===== src/rtl/mp_sequencer_if.sv =====
// rtl/mp_sequencer_if.sv - control/handshake bundle between mp_sequencer and the datapath
interface mp_sequencer_if;
  logic [7:0]  instr;
  logic        mem_ack;
  logic        mem_req;
  logic        mem_we;
  logic        ir_load;
  logic        pc_inc;
  logic        pc_jump;
  logic        reg_we;
  logic        wb_sel;
  logic        alu_b_sel;
  logic [2:0]  state;
  logic        halted;
  logic        err;
  logic [15:0] instr_count;

  modport master (
    input  instr, mem_ack,
    output mem_req, mem_we, ir_load, pc_inc, pc_jump, reg_we, wb_sel, alu_b_sel,
           state, halted, err, instr_count
  );

  modport slave (
    output instr, mem_ack,
    input  mem_req, mem_we, ir_load, pc_inc, pc_jump, reg_we, wb_sel, alu_b_sel,
           state, halted, err, instr_count
  );
endinterface


===== src/rtl/mp_sequencer.sv =====
// rtl/mp_sequencer.sv - multicycle fetch/decode/exec/mem/wb sequencer with memory stall timeout
module mp_sequencer #(
  parameter int unsigned MEM_WAIT_MAX = 15
) (
  input  logic          clk,
  input  logic          Reset,
  mp_sequencer_if.master bus
);

  typedef enum logic [2:0] {
    S_FETCH  = 3'd0,
    S_DECODE = 3'd1,
    S_EXEC   = 3'd2,
    S_MEM    = 3'd3,
    S_WB     = 3'd4,
    S_HALT   = 3'd5,
    S_FAULT  = 3'd6
  } state_t;

  localparam logic [1:0] OP_ADD = 2'b00;
  localparam logic [1:0] OP_LW  = 2'b01;
  localparam logic [1:0] OP_SW  = 2'b10;
  localparam logic [7:0] WAIT_LIMIT = 8'(MEM_WAIT_MAX - 1);

  state_t      r_state;
  logic [7:0]  r_wait;
  logic [15:0] r_count;

  logic [1:0]  w_op;
  logic        w_is_halt;
  logic        w_wait_expired;

  assign w_op           = bus.instr[7:6];
  assign w_is_halt      = (bus.instr == 8'hC0);
  assign w_wait_expired = (r_wait == WAIT_LIMIT);

  always_ff @(posedge clk) begin
    if (Reset) begin
      r_state <= S_FETCH;
      r_wait  <= 8'd0;
      r_count <= 16'd0;
    end else begin
      case (r_state)
        S_FETCH: begin
          if (bus.mem_ack) begin
            r_state <= S_DECODE;
          end else if (w_wait_expired) begin
            r_state <= S_FAULT;
          end else begin
            r_wait <= r_wait + 8'd1;
          end
        end
        S_DECODE: begin
          if (w_op != 2'b11) begin
            r_state <= S_EXEC;
          end else if (w_is_halt) begin
            r_state <= S_HALT;
            r_count <= r_count + 16'd1;
          end else begin
            r_state <= S_FETCH;
            r_wait  <= 8'd0;
            r_count <= r_count + 16'd1;
          end
        end
        S_EXEC: begin
          r_wait  <= 8'd0;
          r_state <= (w_op == OP_ADD) ? S_WB : S_MEM;
        end
        S_MEM: begin
          if (bus.mem_ack) begin
            if (w_op == OP_SW) begin
              r_state <= S_FETCH;
              r_wait  <= 8'd0;
              r_count <= r_count + 16'd1;
            end else begin
              r_state <= S_WB;
            end
          end else if (w_wait_expired) begin
            r_state <= S_FAULT;
          end else begin
            r_wait <= r_wait + 8'd1;
          end
        end
        S_WB: begin
          r_state <= S_FETCH;
          r_wait  <= 8'd0;
          r_count <= r_count + 16'd1;
        end
        S_HALT:  r_state <= S_HALT;
        S_FAULT: r_state <= S_FAULT;
        default: begin
          r_state <= S_FETCH;
          r_wait  <= 8'd0;
        end
      endcase
    end
  end

  // Controls are masked while Reset is high so an aborted WB/MEM never writes.
  always_comb begin
    bus.mem_req   = 1'b0;
    bus.mem_we    = 1'b0;
    bus.ir_load   = 1'b0;
    bus.pc_inc    = 1'b0;
    bus.pc_jump   = 1'b0;
    bus.reg_we    = 1'b0;
    bus.wb_sel    = 1'b0;
    bus.alu_b_sel = 1'b0;
    bus.halted    = 1'b0;
    bus.err       = 1'b0;
    if (!Reset) begin
      case (r_state)
        S_FETCH: begin
          bus.mem_req = 1'b1;
          bus.ir_load = bus.mem_ack;
          bus.pc_inc  = bus.mem_ack;
        end
        S_DECODE: bus.pc_jump = (w_op == 2'b11) && !w_is_halt;
        S_EXEC:   bus.alu_b_sel = (w_op != OP_ADD);
        S_MEM: begin
          bus.mem_req   = 1'b1;
          bus.mem_we    = (w_op == OP_SW);
          bus.alu_b_sel = 1'b1;
        end
        S_WB: begin
          bus.reg_we = 1'b1;
          bus.wb_sel = (w_op == OP_LW);
        end
        S_HALT:  bus.halted = 1'b1;
        S_FAULT: begin
          bus.halted = 1'b1;
          bus.err    = 1'b1;
        end
        default: ;
      endcase
    end
  end

  assign bus.state       = r_state;
  assign bus.instr_count = r_count;

endmodule


===== src/flat_wrapper.sv =====
// flat-port wrapper written by rule: the top's interface ports become plain ports
module mp_sequencer_flat 
#(
  parameter int unsigned MEM_WAIT_MAX = 15
)
  (clk, Reset, bus_instr, bus_mem_ack, bus_mem_req, bus_mem_we, bus_ir_load, bus_pc_inc, bus_pc_jump, bus_reg_we, bus_wb_sel, bus_alu_b_sel, bus_state, bus_halted, bus_err, bus_instr_count);
  mp_sequencer_if bus_i ();
  input  logic clk;
  input  logic Reset;
  input wire logic [$bits(bus_i.instr)-1:0] bus_instr;
  input wire logic [$bits(bus_i.mem_ack)-1:0] bus_mem_ack;
  output wire logic [$bits(bus_i.mem_req)-1:0] bus_mem_req;
  output wire logic [$bits(bus_i.mem_we)-1:0] bus_mem_we;
  output wire logic [$bits(bus_i.ir_load)-1:0] bus_ir_load;
  output wire logic [$bits(bus_i.pc_inc)-1:0] bus_pc_inc;
  output wire logic [$bits(bus_i.pc_jump)-1:0] bus_pc_jump;
  output wire logic [$bits(bus_i.reg_we)-1:0] bus_reg_we;
  output wire logic [$bits(bus_i.wb_sel)-1:0] bus_wb_sel;
  output wire logic [$bits(bus_i.alu_b_sel)-1:0] bus_alu_b_sel;
  output wire logic [$bits(bus_i.state)-1:0] bus_state;
  output wire logic [$bits(bus_i.halted)-1:0] bus_halted;
  output wire logic [$bits(bus_i.err)-1:0] bus_err;
  output wire logic [$bits(bus_i.instr_count)-1:0] bus_instr_count;
  assign bus_i.instr = bus_instr;
  assign bus_i.mem_ack = bus_mem_ack;
  assign bus_mem_req = bus_i.mem_req;
  assign bus_mem_we = bus_i.mem_we;
  assign bus_ir_load = bus_i.ir_load;
  assign bus_pc_inc = bus_i.pc_inc;
  assign bus_pc_jump = bus_i.pc_jump;
  assign bus_reg_we = bus_i.reg_we;
  assign bus_wb_sel = bus_i.wb_sel;
  assign bus_alu_b_sel = bus_i.alu_b_sel;
  assign bus_state = bus_i.state;
  assign bus_halted = bus_i.halted;
  assign bus_err = bus_i.err;
  assign bus_instr_count = bus_i.instr_count;
  mp_sequencer #(.MEM_WAIT_MAX(MEM_WAIT_MAX)) u_core (.clk(clk), .Reset(Reset), .bus(bus_i));
endmodule

===== config.mk =====
export PLATFORM = sky130hd
export DESIGN_NAME = mp_sequencer_flat
export DESIGN_NICKNAME = d
export VERILOG_FILES = /design/src/rtl/mp_sequencer_if.sv /design/src/rtl/mp_sequencer.sv /design/src/flat_wrapper.sv
export SDC_FILE = /design/constraint.sdc
export NUM_CORES = 1
export LEC_CHECK = 0
export CAP_MARGIN = 15
export CORE_MARGIN = 2
export CORE_UTILIZATION = 44
export CTS_CLUSTER_DIAMETER = 40
export DETAILED_ROUTE_END_ITERATION = 7
export PLACE_DENSITY = 0.75
export RECOVER_POWER = 25
export SETUP_SLACK_MARGIN = 0.05
export SYNTH_ARGS = -nofsm -noshare
export SYNTH_HDL_FRONTEND = slang
export SYNTH_SLANG_ARGS = --single-unit
export TNS_END_PERCENT = 30

===== constraint.sdc =====
create_clock -name clk -period 1.8 [get_ports clk]
set_input_delay 0.27 -clock clk [delete_from_list [all_inputs] [get_ports clk]]
set_output_delay 0.27 -clock clk [all_outputs]
set_load 0.1 [all_outputs]

==> metrics.csv <==
metric,value,unit
critPathLaunchType,input port,
synth.largest_area_cell,dfxtp_1,
ant_nets,0,
grt_max_degree,22,
num_antenna_cells,0,
power_density,895,nW/um^2
dr_wl_met3,260,microns
grt_usage,23.6,%
grt_pass1_wl,7890,microns
syn2layout_area_growth,55.8,%
cts.sinks,27,
final_layout_size_suffix_gt1_share,39.5,%
syn_area,1650,sq um
coreArea,3630,sq um
finalHoldViolCount,0,
finalCritPeriodShare,96.9,%
ys_ff_latch,27,
hp-class,in -> reg,
holdBufCountCts,0,
h-tree-depth,1,
first_global_vias,1648,
report.final.slew_viol_count,0,
vdd_drop_max,0.745,mV
yosysSeqAreaShare,32.8,%
finalSetupTns,0,ns
critPathMaxFanout,2,
port_buffers,39,
synthCells,200,
cts_tree,yes,
wire_per_inst,15.7,microns
met2_length,2450,microns
clkLatencyLatePin,0.27,ns
final_nets,276,
clock_skew,0.00138,ns
max-clock-path-buffers,2,
critPathCaptureType,primary output,
drcViolationCount,0,
yosysUniqueCellTypes,51,
synth_top_area_share,32.8,%
synth_nets,214,
fin_cells,309,
synth_ff_type,dfxtp_1,
dp.cells,301,
multi_input_area,1180,sq um
ys_warn_count,0,
vias,1791,
pre_cts_slack,-0.500,ns
grt.overflow.total,0,
seqCellArea,556,sq um
nFillCells,280,
status,"finished, final reports clean",
drt-total-wl,4840,microns
place_hpwl,3550,microns
antenna_found_initial,0,
rsz0062_at_grt,true,
finalWorstSetupSlack,0.0562,ns
fin_crit,1.74,ns
drt_iter0_markers,156,
worstMarginPinSlew,0.543,ns
drt-met1-wl,2060,microns
clk_pin_slew,0.09,ns
yosys-top-cells-area,"dfxtp_1, xor2_1, nor2_1",
p_leak,1.01,nW
numCtsBuffers,3,
arrival,1.47,ns
die_area,4250,sq um
drv_cap,0,
topRoutingLayerUsed,met4,
setup_violations,0,
synth.most_common_cell,dfxtp_1,
cts_root_buffer,clkbuf_8,
ios,40,
syn_area_per_cell,8.23,sq um
synth_edf_count,0,
vias_per_cell,5.80,
path_class,in -> out,
async_flop_share,0,%
rows,22,
fin_util,70.6,%
max_slew_margin,63.9,%
fmax,573,MHz
place_congestion,0.859,
required,1.53,ns
power,2.29,mW
synthTopCellsByCount,"dfxtp_1, nor2_1, nand2_1, xor2_1",
drtPass1Iterations,4,
die_x,65.2,microns
initial_utilization,45.3,%
dieHeight,65.2,microns
cell usage in the layout, fill, tap and decap left out, types with 5 or more instances in the layout:
| cell | n |
|---|---|
| clkbuf_2 | 14 |
| o2111ai_1 | 9 |
| buf_12 | 15 |
| xor2_1 | 13 |
| and3_1 | 5 |
| nor2_1 | 20 |
| dfxtp_1 | 21 |
| buf_4 | 32 |
| o21ai_0 | 8 |
| a21oi_1 | 11 |
| nand2_1 | 12 |
critical path, stage by stage:
cell	delay, ns
clkdlybuf4s50_1	0.44
nand4bb_1	0.14
nor2_1	0.06
buf_4	0.14
nor3_4	0.21
buf_12	0.20
metal layers:
layer / vias to the layer above / global-route usage, %
met3: 9 / 3.77
met2: 69 / 39.7
met1: 844 / 31.5
met4: 0 / 6.25
li1: 869 / -
met5: - / 0
per-stage QoR:
| stage | hold WS [ns] | cell area, sq um |
|---|---|---|
| 2_1_floorplan | 0.449 | 1820 |
| 3_3_place_gp | 0.462 | 2610 |
| 3_5_place_dp | 0.472 | 2610 |
| 4_1_cts | 0.452 | 2650 |
| 5_1_grt | 0.469 | 2560 |
| 6_report | 0.451 | 2560 |
power breakdown:
group,switching (mW),leakage [nW],internal [mW]
logic,0.743,0.768,0.492
clock network,0.187,0.0228,0.159
registers,0.0736,0.222,0.640
cell families (layout without fill, tap and decap cells):
group	count (synthesis)	count (layout)	share of synthesized area, %
AOI/OAI and AO/OA	56	56	25.8
xor gates and xnor gates	15	15	7.98
adders and majority gates	3	3	2.28
buffers and inverters	20	81	4.94
DFF	27	27	32.8
and+or+nand+nor	79	79	26.2
state kept, by name (all words and copies together) (netlist names):
signal,flops
u_core.bus.instr_count,16
u_core.bus.state,3
u_core.r_wait,8
layout make-up:
cell class                 instances  share of cell area [%]
timing repair buffer              72                    27.6
inverter                           5                   0.732
tap                               48                    2.34
multi-input combinational        153                    45.9
sequential                        27                    21.7
clock buffer                       4                    1.76
worst paths after layout:
path                             start                         to  slack, ns  depth (start not counted)
min reg2reg  u_core.bus.instr_count[1]  u_core.bus.instr_count[1]       0.48                          2
max                       bus_instr[4]                bus_pc_jump       0.06                          6
min                       bus_instr[3]        u_core.bus.state[2]       0.45                          4
max reg2reg           u_core.r_wait[0]        u_core.bus.state[1]       0.10                          8
repair_timing:
item	in CTS	in global routing
setup buffers	0	4
pin swaps	7	6
endpoints found under the setup margin	28	26
gates cloned	0	0
gates resized for setup	17	15
hold endpoints to repair	0	0
No activity file was read; power rests on OpenSTA's default activity.
